--- src/rtl/cotm32_pkg.sv ---
// rtl/cotm32_pkg.sv - core-wide architectural parameters
package cotm32_pkg;
    localparam int MXLEN = 32;
endpackage

--- src/rtl/cotm32_priv_pkg.sv ---
// rtl/cotm32_priv_pkg.sv - machine-mode privileged types, cause codes and MIE bit indices
package cotm32_priv_pkg;
    localparam int CODE_W = cotm32_pkg::MXLEN - 1;

    typedef struct packed {
        logic              interrupt;
        logic [CODE_W-1:0] code;
    } trap_cause_t;

    typedef enum logic [1:0] {
        IDLE   = 2'd0,
        ENTER  = 2'd1,
        VECTOR = 2'd2,
        RET    = 2'd3
    } trap_state_t;

    typedef enum logic {
        TVAL_ZERO = 1'b0,
        TVAL_EXC  = 1'b1
    } tval_sel_t;

    localparam logic [CODE_W-1:0] EXC_IAM     = CODE_W'(0);
    localparam logic [CODE_W-1:0] EXC_ILL     = CODE_W'(2);
    localparam logic [CODE_W-1:0] EXC_BRK     = CODE_W'(3);
    localparam logic [CODE_W-1:0] EXC_LAM     = CODE_W'(4);
    localparam logic [CODE_W-1:0] EXC_SAM     = CODE_W'(6);
    localparam logic [CODE_W-1:0] EXC_ECALL_M = CODE_W'(11);
    localparam logic [CODE_W-1:0] IRQ_MSI     = CODE_W'(3);
    localparam logic [CODE_W-1:0] IRQ_MTI     = CODE_W'(7);
    localparam logic [CODE_W-1:0] IRQ_MEI     = CODE_W'(11);

    localparam int MIE_MSIE = 3;
    localparam int MIE_MTIE = 7;
    localparam int MIE_MEIE = 11;

    function automatic trap_cause_t mk_cause(input logic intr, input logic [CODE_W-1:0] code);
        trap_cause_t c;
        c.interrupt = intr;
        c.code      = code;
        return c;
    endfunction
endpackage

--- src/rtl/trap_prio_enc.sv ---
// rtl/trap_prio_enc.sv - combinational priority encoder from interrupt lines and exception flags to a trap cause
module trap_prio_enc
    import cotm32_priv_pkg::*;
(
    input  logic        exc_iam,
    input  logic        exc_ill,
    input  logic        exc_ebreak,
    input  logic        exc_ecall,
    input  logic        exc_lam,
    input  logic        exc_sam,
    input  logic        irq_ext,
    input  logic        irq_sw,
    input  logic        irq_tmr,
    input  logic        mstatus_mie,
    input  logic        mie_meie,
    input  logic        mie_msie,
    input  logic        mie_mtie,
    output logic        valid,
    output trap_cause_t cause,
    output tval_sel_t   tval_sel
);
    logic ext_en;
    logic sw_en;
    logic tmr_en;

    assign ext_en = mstatus_mie & irq_ext & mie_meie;
    assign sw_en  = mstatus_mie & irq_sw  & mie_msie;
    assign tmr_en = mstatus_mie & irq_tmr & mie_mtie;

    // Interrupts outrank every exception; the boundary instruction is simply discarded.
    always_comb begin
        valid    = 1'b1;
        cause    = mk_cause(1'b0, EXC_IAM);
        tval_sel = TVAL_ZERO;
        if (ext_en) begin
            cause = mk_cause(1'b1, IRQ_MEI);
        end else if (sw_en) begin
            cause = mk_cause(1'b1, IRQ_MSI);
        end else if (tmr_en) begin
            cause = mk_cause(1'b1, IRQ_MTI);
        end else if (exc_iam) begin
            cause    = mk_cause(1'b0, EXC_IAM);
            tval_sel = TVAL_EXC;
        end else if (exc_ill) begin
            cause    = mk_cause(1'b0, EXC_ILL);
            tval_sel = TVAL_EXC;
        end else if (exc_ebreak) begin
            cause = mk_cause(1'b0, EXC_BRK);
        end else if (exc_ecall) begin
            cause = mk_cause(1'b0, EXC_ECALL_M);
        end else if (exc_lam) begin
            cause    = mk_cause(1'b0, EXC_LAM);
            tval_sel = TVAL_EXC;
        end else if (exc_sam) begin
            cause    = mk_cause(1'b0, EXC_SAM);
            tval_sel = TVAL_EXC;
        end else begin
            valid = 1'b0;
        end
    end
endmodule

--- src/rtl/trap_ctrl.sv ---
// rtl/trap_ctrl.sv - machine-mode trap entry / mret sequencer at the retirement boundary
module trap_ctrl
    import cotm32_priv_pkg::*;
#(
    parameter int MXLEN = cotm32_pkg::MXLEN
) (
    input  logic             i_clk,
    input  logic             i_rst,
    input  logic             i_instr_valid,
    input  logic [MXLEN-1:0] i_pc,
    input  logic             i_exc_iam,
    input  logic             i_exc_ill,
    input  logic             i_exc_ebreak,
    input  logic             i_exc_ecall,
    input  logic             i_exc_lam,
    input  logic             i_exc_sam,
    input  logic [MXLEN-1:0] i_exc_tval,
    input  logic             i_mret,
    input  logic             i_irq_ext,
    input  logic             i_irq_sw,
    input  logic             i_irq_tmr,
    input  logic             i_mstatus_mie,
    input  logic [MXLEN-1:0] i_mie,
    input  logic [MXLEN-1:0] i_mtvec,
    input  logic [MXLEN-1:0] i_mepc,
    output logic             o_trap_req,
    output trap_cause_t      o_trap_cause,
    output logic [MXLEN-1:0] o_trap_tval,
    output logic [MXLEN-1:0] o_trap_pc,
    output logic             o_mret_req,
    output logic             o_redirect,
    output logic [MXLEN-1:0] o_redirect_pc,
    output logic             o_stall
);
    trap_state_t      state;
    trap_state_t      state_nxt;
    logic             enc_valid;
    trap_cause_t      enc_cause;
    tval_sel_t        enc_tval_sel;
    trap_cause_t      cause_q;
    logic [MXLEN-1:0] tval_q;
    logic [MXLEN-1:0] epc_q;
    logic             take_trap;
    logic [MXLEN-1:0] mtvec_base;
    logic [MXLEN-1:0] code_ext;
    logic [MXLEN-1:0] vec_target;
    logic             unused_bits;

    trap_prio_enc u_prio (
        .exc_iam     (i_exc_iam),
        .exc_ill     (i_exc_ill),
        .exc_ebreak  (i_exc_ebreak),
        .exc_ecall   (i_exc_ecall),
        .exc_lam     (i_exc_lam),
        .exc_sam     (i_exc_sam),
        .irq_ext     (i_irq_ext),
        .irq_sw      (i_irq_sw),
        .irq_tmr     (i_irq_tmr),
        .mstatus_mie (i_mstatus_mie),
        .mie_meie    (i_mie[MIE_MEIE]),
        .mie_msie    (i_mie[MIE_MSIE]),
        .mie_mtie    (i_mie[MIE_MTIE]),
        .valid       (enc_valid),
        .cause       (enc_cause),
        .tval_sel    (enc_tval_sel)
    );

    assign take_trap = (state == IDLE) && i_instr_valid && enc_valid;

    always_ff @(posedge i_clk) begin
        if (i_rst) begin
            state <= IDLE;
        end else begin
            state <= state_nxt;
        end
    end

    always_comb begin
        state_nxt = state;
        case (state)
            IDLE: begin
                if (i_instr_valid) begin
                    if (enc_valid) begin
                        state_nxt = ENTER;
                    end else if (i_mret) begin
                        state_nxt = RET;
                    end
                end
            end
            ENTER:   state_nxt = VECTOR;
            VECTOR:  state_nxt = IDLE;
            RET:     state_nxt = IDLE;
            default: state_nxt = IDLE;
        endcase
    end

    // Captured once on the IDLE exit so the CSR write sees a stable cause/tval/epc.
    always_ff @(posedge i_clk) begin
        if (i_rst) begin
            cause_q <= '0;
            tval_q  <= '0;
            epc_q   <= '0;
        end else if (take_trap) begin
            cause_q <= enc_cause;
            tval_q  <= (enc_tval_sel == TVAL_EXC) ? i_exc_tval : '0;
            epc_q   <= i_pc;
        end
    end

    assign mtvec_base = {i_mtvec[MXLEN-1:2], 2'b00};
    assign code_ext   = MXLEN'(cause_q.code);
    // Only mode 1 vectors, and only for interrupts; modes 2/3 fall back to direct.
    assign vec_target = ((i_mtvec[1:0] == 2'b01) && cause_q.interrupt)
                      ? mtvec_base + (code_ext << 2)
                      : mtvec_base;

    always_comb begin
        o_trap_req    = 1'b0;
        o_mret_req    = 1'b0;
        o_redirect    = 1'b0;
        o_redirect_pc = '0;
        o_stall       = (state != IDLE);
        case (state)
            ENTER: o_trap_req = 1'b1;
            VECTOR: begin
                o_redirect    = 1'b1;
                o_redirect_pc = vec_target;
            end
            RET: begin
                o_mret_req    = 1'b1;
                o_redirect    = 1'b1;
                o_redirect_pc = {i_mepc[MXLEN-1:2], 2'b00};
            end
            default: ;
        endcase
    end

    assign o_trap_cause = cause_q;
    assign o_trap_tval  = tval_q;
    assign o_trap_pc    = epc_q;

    assign unused_bits = ^{i_mie[MXLEN-1:MIE_MEIE+1], i_mie[MIE_MEIE-1:MIE_MTIE+1],
                           i_mie[MIE_MTIE-1:MIE_MSIE+1], i_mie[MIE_MSIE-1:0], i_mepc[1:0]};
endmodule
--- config.mk ---
export PLATFORM = sky130hd
export DESIGN_NAME = trap_ctrl
export DESIGN_NICKNAME = d
export VERILOG_FILES = /design/src/rtl/cotm32_pkg.sv /design/src/rtl/cotm32_priv_pkg.sv /design/src/rtl/trap_prio_enc.sv /design/src/rtl/trap_ctrl.sv
export SDC_FILE = /design/constraint.sdc
export NUM_CORES = 1
export LEC_CHECK = 0
export CORE_MARGIN = 8
export CORE_UTILIZATION = 41
export DETAILED_ROUTE_END_ITERATION = 10
export GPL_ROUTABILITY_DRIVEN = 0
export GPL_TIMING_DRIVEN = 0
export PLACE_DENSITY_LB_ADDON = 0.3
export SYNTH_ARGS = -nofsm -noshare
export SYNTH_HDL_FRONTEND = slang
export SYNTH_HIERARCHICAL = 1
export SYNTH_SLANG_ARGS = --single-unit
--- constraint.sdc ---
create_clock -name i_clk -period 3.77 [get_ports i_clk]
set_input_delay 0.754 -clock i_clk [delete_from_list [all_inputs] [get_ports i_clk]]
set_output_delay 0.754 -clock i_clk [all_outputs]
set_load 0.02 [all_outputs]
==> results of run 1 <==
-- per-stage QoR --
step	utilization	total power [uW]	TNS, ns	instance area (um2)	hold slack, ns
global route	0.698	3240	-0.351	9690	0.470
detailed placement	0.639	2050	-19.53	8880	0.444
CTS	0.689	3070	-0.0664	9560	0.453
finish	0.698	3100	-0.113	9690	0.452
floorplan	-	1630	0	5940	0.530
global placement	0.639	2040	-19.35	8880	0.437
-- report_power, final --
part / internal, uW / switching (uW) / leakage (uW)
Combinational: 482 / 507 / 0.00293
Clock: 522 / 444 / 0.000148
Sequential: 1100 / 45.1 / 0.000803
-- cells by family after synthesis --
| group | Yosys count | share of synthesized area |
|---|---|---|
| DFF | 98 | 0.336 |
| other | 2 | 0.00129 |
| xor gates and xnor gates | 27 | 0.0405 |
| adders and majority gates | 30 | 0.0656 |
| AOI/OAI and AO/OA | 251 | 0.260 |
| and+or+nand+nor | 297 | 0.218 |
| buffers and inverters | 93 | 0.0785 |
-- final cells by class --
type,instances,area (um2),share of cell area
inverter,10,37.5,0.00387
clock buffer,9,225,0.0232
sequential,98,1960,0.203
clock inverter,7,76.3,0.00788
antenna,1,2.50,0.000258
timing repair buffer,293,2790,0.288
tap,180,225,0.0232
multi-input combinational,634,3970,0.409
buffer,76,402,0.0415
-- what timing repair did --
item | CTS | global route
setup buffers | 13 | 9
pin swaps | 35 | 24
cloned | 0 | 0
resized for setup | 168 | 47
endpoints found under the setup margin | 29 | 23
-- layer usage --
metal,share of wire,global-route usage,wire (um)
met4,0.034,0.118,803
met2,0.47,0.408,11100
met3,0.11,0.103,2560
met5,0.00046,0,11
met1,0.39,0.273,9230
-- path summary, 6_finish.rpt --
| path | cells after the start | end | start | slack, ns |
|---|---|---|---|---|
| min reg2reg | 2 | o_trap_tval[15]$_SDFFE_PP0P_ | o_trap_tval[15]$_SDFFE_PP0P_ | 0.45 |
| min | 2 | o_trap_tval[15]$_SDFFE_PP0P_ | o_trap_tval[15]$_SDFFE_PP0P_ | 0.45 |
| max reg2reg | 7 | o_trap_pc[28]$_SDFFE_PP0P_ | state[1]$_SDFFE_PP0P_ | 1.35 |
| max | 10 | o_redirect_pc[28] | i_mtvec[13] | -0.09 |
-- critical path, cell delays in order --
cell	delay (ns)
clkdlybuf4s50_1	0.47
ha_4	0.33
nand2_1	0.12
nor2b_4	0.20
a21oi_4	0.08
o31a_1	0.31
o41ai_2	0.33
xnor2_1	0.11
a31oi_1	0.20
buf_4	0.19
-- flip-flops by register name, indices dropped and copies added (netlist names) --
name,flops
o_trap_pc,32
o_trap_tval,32
state,2
o_trap_cause,32
-- cells in the mapped netlist (5+ instances only) --
master / number / area, um2
a21o_1: 13 / 97.6
a21oi_1: 141 / 706
a22oi_1: 13 / 97.6
a31oi_1: 5 / 31.3
buf_4: 29 / 218
clkbuf_1: 51 / 191
dfxtp_1: 98 / 1960
ha_1: 29 / 363
inv_1: 10 / 37.5
nand2_1: 197 / 739
nand3_1: 39 / 195
nand4_1: 9 / 56.3
nor2_1: 22 / 82.6
nor2b_1: 10 / 62.6
o211a_1: 5 / 50.1
o211ai_1: 9 / 67.6
o21ai_0: 27 / 135
o21ai_1: 5 / 25.0
xnor2_1: 16 / 140
xor2_1: 11 / 96.3
==> flow_summary.toml, run 1 <==
[global_route]
grt_pass1_vias = 6997
grt_use_total = 0.248
gr-total-overflow = 0
antenna_found_initial = 2
grt_max_degree = 18
grt_pass1_wl_um = 35900

[timing]
hold_viol = 0
setup_viol = 2
period_minus_slack_ns = 3.86
fin_skew_ns = 0.00956
worstMarginPinSlew_ns = 0.608
max_freq_mhz = 259
drv_slew = 0
fin_crit_sh = 1.02
relSlewSlack = 0.594
fin_ws_ns = -0.0908
rsz0062_at_grt = "true"

[outcome]
violations = "setup timing"
status = "finished, violations left"

[die]
rows = 43
ios = 306
die-area_um2 = 18300
start_util = 0.420
fp.dieH_um = 135
core_um2 = 13900
dieWidth_um = 135

[clock_network]
tritoncts = "built"
cts_buffers = 9
ctsHoldBuffers = 0
clockBufferDepth = 2
cts_sinks = 98
clk-insertion-delay-late_ns = 0.36
htree_levels = 3
clkTransAtPathRegs_ns = 0.07
cts-root-buf = "clkbuf_16"

[min_path]
hp-class = "reg2reg"

[worst_setup_path]
cp_max_fo = 6
crit_type = "in2out"
crit_arrival_ns = 3.11
cp-start-kind = "input port"
end_kind = "output port"
required_ns = 3.02

[synthesis]
synth_edf_count = 0
synth_flop_cell = "dfxtp_1"
synthCells = 798
synth_async_sr_flop_share = 0
ys_types = 54
syn_avg_cell_area_um2 = 7.31
synth-seq-area-share = 0.336
synth-seq-cells = 98
yosysWarnings = 6
syn_area_um2 = 5840

[power_and_ir_drop]
powerDensity_nw_per_um2 = 320
power.leakage_uw = 0.00389
peakVddDrop_v = 0.000262

[detailed_routing]
via_per_inst = 5.28
antenna_left = 0
wl_per_cell_um = 18.2
drc = 0
drtIter0Drc = 353
wl_um = 23800
dr_total_vias = 6909
drt-pass1-iter-count = 5

[cells_and_area]
layout_commonest_cell = "clkdlybuf4s50_1"
drive_gt1_frac = 0.139
fillers = 1181
layout.nets = 1326
fin_cells = 1308
syn_to_final_growth_pct = 66.0
final_cell_mix = "clkdlybuf4s50_1 (228), nand2_1 (197), a21oi_1 (133), dfxtp_1 (98), buf_4 (61)"

[place]
place.port_buffers = 271
pre_cts_slack_ns = -1.12
dp.final_hpwl_um = 17900
dp.cells = 1276

[run]
drv_cap = 0
Power figures use the tool's default switching activity.
==> run 2, diff against run 1 <==
Settings changed: CTS_CLUSTER_SIZE set to 10.
==> results of run 2 <==
Same layout as run 1: the final DEF is identical, and so are final timing and power.
